$ cat src/rtl/asrv32_core.sv
// Single-cycle RV32I core: fetch, decode, execute, memory access and writeback
// all resolve combinationally; PC and register file update on the rising edge.
module asrv32_core #(
  parameter logic [31:0] PC_RESET = 32'h0000_0000
) (
  input  logic        i_clk,
  input  logic        i_rst_n,
  input  logic [31:0] i_inst,
  output logic [31:0] i_inst_addr,
  input  logic [31:0] i_data_from_memory,
  output logic [31:0] o_store_data,
  output logic [31:0] o_store_data_addr,
  output logic [3:0]  o_wr_mask,
  output logic        o_wr_en
);

  typedef enum logic [6:0] {
    OPC_LUI    = 7'b0110111,
    OPC_AUIPC  = 7'b0010111,
    OPC_JAL    = 7'b1101111,
    OPC_JALR   = 7'b1100111,
    OPC_BRANCH = 7'b1100011,
    OPC_LOAD   = 7'b0000011,
    OPC_STORE  = 7'b0100011,
    OPC_OPIMM  = 7'b0010011,
    OPC_OP     = 7'b0110011
  } opcode_e;

  logic [31:0] pc_q, pc_d, pc_plus4;
  logic [31:0] regs_q [32];
  logic [31:0] regs_d [32];

  logic [6:0]  opcode;
  logic [4:0]  rd, rs1, rs2;
  logic [2:0]  funct3;
  logic        alt;
  logic [31:0] imm_i, imm_s, imm_b, imm_u, imm_j;
  logic [31:0] rs1_val, rs2_val;

  logic [31:0] alu_b, alu_res;
  logic [4:0]  shamt;
  logic        br_taken;

  logic [31:0] mem_addr;
  logic [1:0]  byte_off;
  logic [7:0]  ld_byte;
  logic [15:0] ld_half;
  logic [31:0] ld_res;
  logic [3:0]  st_mask;
  logic [31:0] st_data;

  logic        rd_we;
  logic [31:0] rd_wdata;

  assign opcode = i_inst[6:0];
  assign rd     = i_inst[11:7];
  assign funct3 = i_inst[14:12];
  assign rs1    = i_inst[19:15];
  assign rs2    = i_inst[24:20];
  assign alt    = i_inst[30];

  assign imm_i = {{20{i_inst[31]}}, i_inst[31:20]};
  assign imm_s = {{20{i_inst[31]}}, i_inst[31:25], i_inst[11:7]};
  assign imm_b = {{19{i_inst[31]}}, i_inst[31], i_inst[7], i_inst[30:25], i_inst[11:8], 1'b0};
  assign imm_u = {i_inst[31:12], 12'h000};
  assign imm_j = {{11{i_inst[31]}}, i_inst[31], i_inst[19:12], i_inst[20], i_inst[30:21], 1'b0};

  // x0 is never written, so its flop stays at the reset value of zero
  assign rs1_val = regs_q[rs1];
  assign rs2_val = regs_q[rs2];

  always_comb begin
    alu_b   = (opcode == OPC_OP) ? rs2_val : imm_i;
    shamt   = alu_b[4:0];
    alu_res = '0;
    case (funct3)
      3'b000: alu_res = (opcode == OPC_OP && alt) ? rs1_val - alu_b : rs1_val + alu_b;
      3'b001: alu_res = rs1_val << shamt;
      3'b010: alu_res = {31'b0, $signed(rs1_val) < $signed(alu_b)};
      3'b011: alu_res = {31'b0, rs1_val < alu_b};
      3'b100: alu_res = rs1_val ^ alu_b;
      3'b101: begin
        if (alt) alu_res = $signed(rs1_val) >>> shamt;
        else     alu_res = rs1_val >> shamt;
      end
      3'b110: alu_res = rs1_val | alu_b;
      3'b111: alu_res = rs1_val & alu_b;
      default: alu_res = '0;
    endcase
  end

  always_comb begin
    case (funct3)
      3'b000:  br_taken = (rs1_val == rs2_val);
      3'b001:  br_taken = (rs1_val != rs2_val);
      3'b100:  br_taken = ($signed(rs1_val) <  $signed(rs2_val));
      3'b101:  br_taken = ($signed(rs1_val) >= $signed(rs2_val));
      3'b110:  br_taken = (rs1_val <  rs2_val);
      3'b111:  br_taken = (rs1_val >= rs2_val);
      default: br_taken = 1'b0;
    endcase
  end

  // One adder serves load/store addressing and the JALR target
  assign mem_addr = rs1_val + ((opcode == OPC_STORE) ? imm_s : imm_i);
  assign byte_off = mem_addr[1:0];

  always_comb begin
    ld_byte = i_data_from_memory[{byte_off, 3'b000} +: 8];
    ld_half = byte_off[1] ? i_data_from_memory[31:16] : i_data_from_memory[15:0];
    case (funct3)
      3'b000:  ld_res = {{24{ld_byte[7]}}, ld_byte};
      3'b001:  ld_res = {{16{ld_half[15]}}, ld_half};
      3'b100:  ld_res = {24'b0, ld_byte};
      3'b101:  ld_res = {16'b0, ld_half};
      default: ld_res = i_data_from_memory;
    endcase
  end

  always_comb begin
    case (funct3[1:0])
      2'b00: begin
        st_mask = 4'b0001 << byte_off;
        st_data = {4{rs2_val[7:0]}};
      end
      2'b01: begin
        st_mask = byte_off[1] ? 4'b1100 : 4'b0011;
        st_data = {2{rs2_val[15:0]}};
      end
      default: begin
        st_mask = 4'b1111;
        st_data = rs2_val;
      end
    endcase
  end

  assign i_inst_addr       = pc_q;
  assign o_store_data_addr = mem_addr;
  assign o_store_data      = st_data;
  assign o_wr_en           = i_rst_n & (opcode == OPC_STORE);
  assign o_wr_mask         = o_wr_en ? st_mask : '0;

  assign pc_plus4 = pc_q + 32'd4;

  always_comb begin
    pc_d     = pc_plus4;
    rd_we    = 1'b0;
    rd_wdata = '0;
    case (opcode)
      OPC_LUI: begin
        rd_we    = 1'b1;
        rd_wdata = imm_u;
      end
      OPC_AUIPC: begin
        rd_we    = 1'b1;
        rd_wdata = pc_q + imm_u;
      end
      OPC_JAL: begin
        rd_we    = 1'b1;
        rd_wdata = pc_plus4;
        pc_d     = pc_q + imm_j;
      end
      OPC_JALR: begin
        rd_we    = 1'b1;
        rd_wdata = pc_plus4;
        pc_d     = {mem_addr[31:1], 1'b0};
      end
      OPC_BRANCH: begin
        if (br_taken) pc_d = pc_q + imm_b;
      end
      OPC_LOAD: begin
        rd_we    = 1'b1;
        rd_wdata = ld_res;
      end
      OPC_OPIMM, OPC_OP: begin
        rd_we    = 1'b1;
        rd_wdata = alu_res;
      end
      default: ;
    endcase
  end

  always_comb begin
    regs_d = regs_q;
    if (rd_we && rd != 5'd0) regs_d[rd] = rd_wdata;
  end

  always_ff @(posedge i_clk or negedge i_rst_n) begin
    if (!i_rst_n) pc_q <= PC_RESET;
    else          pc_q <= pc_d;
  end

  always_ff @(posedge i_clk or negedge i_rst_n) begin
    if (!i_rst_n) begin
      for (int unsigned i = 0; i < 32; i++) regs_q[i] <= '0;
    end else begin
      regs_q <= regs_d;
    end
  end

endmodule

$ cat config.mk
export PLATFORM = sky130hd
export DESIGN_NAME = asrv32_core
export DESIGN_NICKNAME = d
export VERILOG_FILES = /design/src/rtl/asrv32_core.sv
export SDC_FILE = /design/constraint.sdc
export NUM_CORES = 2
export LEC_CHECK = 0
export BUFFER_PORTS_ARGS = -buffer_cell sky130_fd_sc_hd__buf_2
export CORE_AREA = 2 2 404 406
export CTS_BUF_LIST = sky130_fd_sc_hd__clkbuf_4 sky130_fd_sc_hd__clkbuf_8
export CTS_CLUSTER_SIZE = 12
export DETAILED_ROUTE_END_ITERATION = 8
export DIE_AREA = 0 0 406 408
export HOLD_SLACK_MARGIN = 0.03
export PLACE_DENSITY = 0.57
export SLEW_MARGIN = 10
export SYNTH_ARGS = -nofsm -noshare
export SYNTH_HDL_FRONTEND = slang
export SYNTH_SLANG_ARGS = --single-unit
$ cat constraint.sdc
create_clock -name i_clk -period 8.4 [get_ports i_clk]
set_input_delay 1.68 -clock i_clk [delete_from_list [all_inputs] [get_ports i_clk]]
set_output_delay 1.68 -clock i_clk [all_outputs]
set_load 0.05 [all_outputs]
Word-level counts from Yosys, hierarchy flattened
Cells that the tools add are included.
{"block": "totals", "register_bits": 1056, "latch_bits": 0, "ramBits": 0, "romBits": 0, "input_bits": 66, "output_inout_bits": 101, "word_cells": 115, "n_memories": 0}
{"block": "classes", "add_sub_neg": 7, "multipliers": 0, "div": 0, "n_lt_le_gt_ge": 10, "n_eq_ne": 19, "n_shift": 5, "n_mux": 25, "bitwise": 7, "n_reduce_logical": 9}
{"operator": "1024-bit bitwise mux", "count": 1}
{"operator": "32-bit binary-select mux with 5-bit select", "count": 2}
{"operator": "32-bit 2-to-1 mux", "count": 9}
{"operator": "32-bit one-hot mux with 8 select lines", "count": 1}
{"operator": "32-bit adder", "count": 5}
{"operator": "32-bit demux with 5-bit select", "count": 1}
{"operator": "32-bit one-hot mux with 5 select lines", "count": 1}
{"operator": "32-bit less-than comparator", "count": 4}
{"operator": "32-bit one-hot mux with 4 select lines", "count": 1}
{"operator": "32-bit one-hot mux with 3 select lines", "count": 1}
{"operator": "32-bit greater-or-equal comparator", "count": 2}
{"operator": "32-bit one-hot mux with 2 select lines", "count": 1}
{"operator": "32-bit by 3-bit adder with 32-bit output (second input constant)", "count": 1}
{"operator": "32-bit bitwise AND", "count": 1}
{"operator": "32-bit == test", "count": 1}
{"operator": "32-bit inequality test", "count": 1}
{"operator": "32-bit bitwise OR", "count": 1}
{"operator": "32-bit by 6-bit variable part select with 8-bit output", "count": 1}
{"operator": "32-bit by 5-bit << shifter with 32-bit output", "count": 1}
{"operator": "32-bit by 5-bit right shift with 32-bit output", "count": 1}
{"operator": "32-bit by 5-bit >>> shifter with 32-bit output", "count": 1}
{"operator": "32-bit subtractor", "count": 1}
{"operator": "32-bit bitwise XOR", "count": 1}
{"operator": "7-bit by 6-bit == test with 1-bit output (second input constant)", "count": 3}
{"operator": "other kinds (24)", "count": 39}

Logic depth before layout (Yosys ltp)
{"block": "depth", "word_depth": 10, "depth_mapped": 28, "mapped_depth_nobuf": 21}

Least setup slack after synthesis
Ideal clock, no wire load.
{"block": "synth_path", "kind": "input to output", "from": "in i_inst[21]", "to": "out o_store_data_addr[31]", "arrival_ps": 6362, "required_time_ps": 6720, "setup_slack_ps": 358, "path_stages": 19, "n_path_buf": 7, "cell_sequence": "buf_4 buf_6 buf_4 buf_2 clkbuf_1 clkbuf_1 clkbuf_1 mux2_2 ha_1 a21o_1 a21oi_1 o21ai_0 a31oi_1 o21ai_0 a211oi_1 o41ai_1 a221o_1 a21oi_1 xnor2_1"}
{"block": "synth_via", "elab_chain_len": 2}
{"element": "start: declaration", "line": "8", "source": "input logic [31:0] i_inst,"}
{"element": "5-bit 2-to-1 mux", "line": "105", "source": "assign mem_addr = rs1_val + ((opcode == OPC_STORE) ? imm_s : imm_i);"}
{"element": "32-bit adder", "line": "105"}
{"element": "end: declaration", "line": "12", "source": "output logic [31:0] o_store_data_addr,"}
No other way between the ends.

Worst setup path in the final report
{"block": "layout_path", "from": "in i_inst[18]", "to": "out o_store_data_addr[28]"}
{"block": "layout_via", "elab_chain_len": 5}
{"element": "5-bit NOT with 6-bit output (implied by the code)", "line": "69", "source": "assign rs1_val = regs_q[rs1];"}
{"element": "32-bit binary-select mux with 5-bit select", "line": "69"}
{"element": "32-bit 2-to-1 mux (implied by the code) (2 in a row)", "line": "69"}
{"element": "32-bit adder", "line": "105"}
No other way between the ends. The select of a mux whose other input is x is not followed.

==> results_dict.tcl <==
set metrics [dict create \
    ir_worst_vdd_uv 169 \
    fill_cells 15152 \
    start_util_pct 44.7 \
    place_congestion 1.07 \
    core_area_mm2 0.162 \
    grt_pass1_vias 64562 \
    skew_ns 0.0543 \
    overflow 0 \
    worstPathMaxFanout 17 \
    leakagePower_uw 0.0359 \
    hp-start "regs_q[1014]$_DFFE_PN0P_" \
    cts-root-buf "clkbuf_8" \
    holdPathEnd "regs_q[1014]$_DFFE_PN0P_" \
    r2r_cells 19 \
    boundaryPins 167 \
    grt_pass1_wl_um 479000 \
    layout.nets 8229 \
    worst-setup-path-type "input pin to output pin" \
    synth_nets 8136 \
    rows 148 \
    ys_seq_elements 1055 \
    cts_sinks 1055 \
    grt_max_degree 174 \
    worstPathArrival_ns 6.53 \
    synthFlopType "dfrtp_1" \
    r2r_start "regs_q[6]$_DFFE_PN0P_" \
    endpoint_kind "output pin" \
    max-cap-violations 0 \
    setup_ws_ns 0.190 \
    fin_hold_ws_ns 0.400 \
    ys_warn_count 0 \
    rsz0062_at_grt "no" \
    post-place-ws_ns -0.235 \
    via_count 68020 \
    final_cell_mix "nand2_1 (1,200), dfrtp_1 (1,055), o21ai_0 (901)" \
    clock_latency_ns 0.99 \
    powerDensity_mw_per_mm2 179 \
    clk_pin_slew_ns 0.06 \
    die_area_mm2 0.166 \
    cts_tree "yes" \
    finalSetupViolations 0 \
    layout_commonest_cell "nand2_1" \
    clockBufferDepth 3 \
    slew_violations 0 \
    fin_crit_sh_pct 97.7 \
    postSynthCellCount 7851 \
    synth_edf_count 0 \
    die_w_um 406 \
    avgViaCountPerCell 6.62 \
    area_delta_synth_final_pct 12.6 \
    violations "DRC" \
    syn_area_mm2 0.0722 \
    async_reset_ff_share_pct 100 \
    setup.worst_path.start_class "input pin" \
    io_buffers 165 \
    hpwl_um 232000 \
    whs_path_depth 0 \
    dieHeight_um 408 \
    htree_levels 4 \
    wl_per_cell_um 32.8 \
    synth_area_per_cell_um2 9.20 \
    ys_seq_area_share_pct 36.6 \
    finalCriticalPeriod_ns 8.21 \
    max_freq_mhz 122 \
    fin_setup_tns_ns 0 \
    required_ns 6.72 \
    synth_cell_types 111 \
    r2r_slack_ns 2.02 \
    antenna_left 0 \
    wl_um 336000 \
    tightest_slew_ns 1.25 \
    reg2reg_to "regs_q[95]$_DFFE_PN0P_" \
    status "finished with violations" \
    drive_gt1_share_pct 19.1 \
    drc_errors 5 \
    hp-class "register to register" \
    cts_made_buffers 182 \
    hold_violations 0 \
    grt_antenna_before_repair 17 \
    track_usage_pct 40.1 \
    dr.pass1.iters 9 \
    dr.first_iter.drc_count 9385 \
    max-slew-margin-rel_pct 16.3 \
]
[flip-flops by register name, summed over array words and instances, names as in the netlist]
signal and flops:
i_inst_addr 31, regs_q 1024
[cells by family after synthesis]
logic type | after synthesis | synth area share [%]
other cells | 1 | 0.00519
xor+xnor | 137 | 1.66
mux | 988 | 19.9
buf+inv | 862 | 5.23
fa+ha+maj | 219 | 3.85
compound gates | 2322 | 19.3
simple gates | 2267 | 13.5
flops | 1055 | 36.6
[per-layer routing]
layer | routed length, um | vias up | GRT usage (%) | share of wire (%)
met5 | 39 | - | 0 | 0.012
met4 | 24200 | 8 | 24.8 | 7.2
met3 | 37000 | 988 | 10.0 | 11
met2 | 143000 | 4373 | 57.8 | 42
met1 | 132000 | 33715 | 53.9 | 39
li1 | - | 28936 | - | -
[power breakdown]
part	internal [uW]	total [uW]	switching, uW
Combinational	1350	4060	2710
Sequential	5210	5490	271
Clock	2700	5020	2310
Total	9270	14600	5290
[metrics by stage]
| stage | utilization (%) | power [uW] | instance area (um^2) | std cells |
|---|---|---|---|---|
| 3_3_place_gp | 47.9 | 9490 | 77400 | 9924 |
| 2_1_floorplan | - | 8030 | 72200 | 7851 |
| 4_1_cts | 50.2 | 14500 | 81200 | 10245 |
| 3_5_place_dp | 47.9 | 9500 | 77400 | 9924 |
| 6_report | 50.3 | 14600 | 81400 | 10268 |
| 5_1_grt | 50.3 | 15100 | 81300 | 10258 |
[cell usage after synthesis (all sizes together) (77+ instances only)]
library cell | n | area (um^2)
inv | 140 | 526
a21oi | 468 | 2360
nor2 | 478 | 1800
xnor2 | 95 | 832
clkbuf | 504 | 1900
o22ai | 138 | 863
nor3 | 77 | 385
mux4 | 352 | 7930
dfrtp | 1055 | 26400
o21ai | 1026 | 5290
ha | 214 | 2680
nand2 | 1232 | 4620
a211oi | 78 | 596
a31oi | 79 | 500
mux2i | 572 | 5730
buf | 209 | 1310
nand3 | 176 | 886
a22oi | 129 | 968
[layout make-up]
class                      instances  area, um^2  area share [%]
multi-input combinational       5934       42700            52.5
sequential                      1055       26400            32.5
timing repair buffer             622        5120            6.29
clock buffer                     279        3500            4.30
tap                             2175        2720            3.35
inverter                         149         566           0.695
clock inverter                    42         340           0.418
antenna                           12        30.0          0.0369
[worst max-delay path by stage]
| stage | start | endpoint |
|---|---|---|
| 2_1_floorplan | i_inst[21] | o_store_data_addr[31] |
| 3_3_place_gp | i_inst[17] | o_store_data_addr[31] |
| 3_5_place_dp | i_inst[17] | o_store_data_addr[31] |
| 4_1_cts | i_inst[17] | o_store_data_addr[31] |
| 5_1_grt | i_inst[16] | o_store_data_addr[30] |
| 6_report | i_inst[18] | o_store_data_addr[28] |
[repair_timing]
item,CTS,global route
gates resized for setup,1,3
pin swaps,0,4
hold buffers,0,0
endpoints found under the setup margin,5,9
buffers inserted,0,11
[critical path, cell delays in order]
cell	delay, ns
buf_2	0.43
nand4b_1	0.27
buf_4	0.28
o22ai_1	0.13
nor4_1	0.39
buf_4	0.19
and3_1	0.25
inv_1	0.08
ha_1	0.32
a21o_1	0.19
a21oi_1	0.20
o21ai_0	0.17
a31o_2	0.25
a21oi_1	0.13
o21ai_0	0.14
a211oi_1	0.25
buf_4	0.20
o31ai_1	0.10
a21o_1	0.21
a21oi_1	0.18
xnor2_1	0.15
buf_2	0.29
Power figures use the tool's default switching activity.
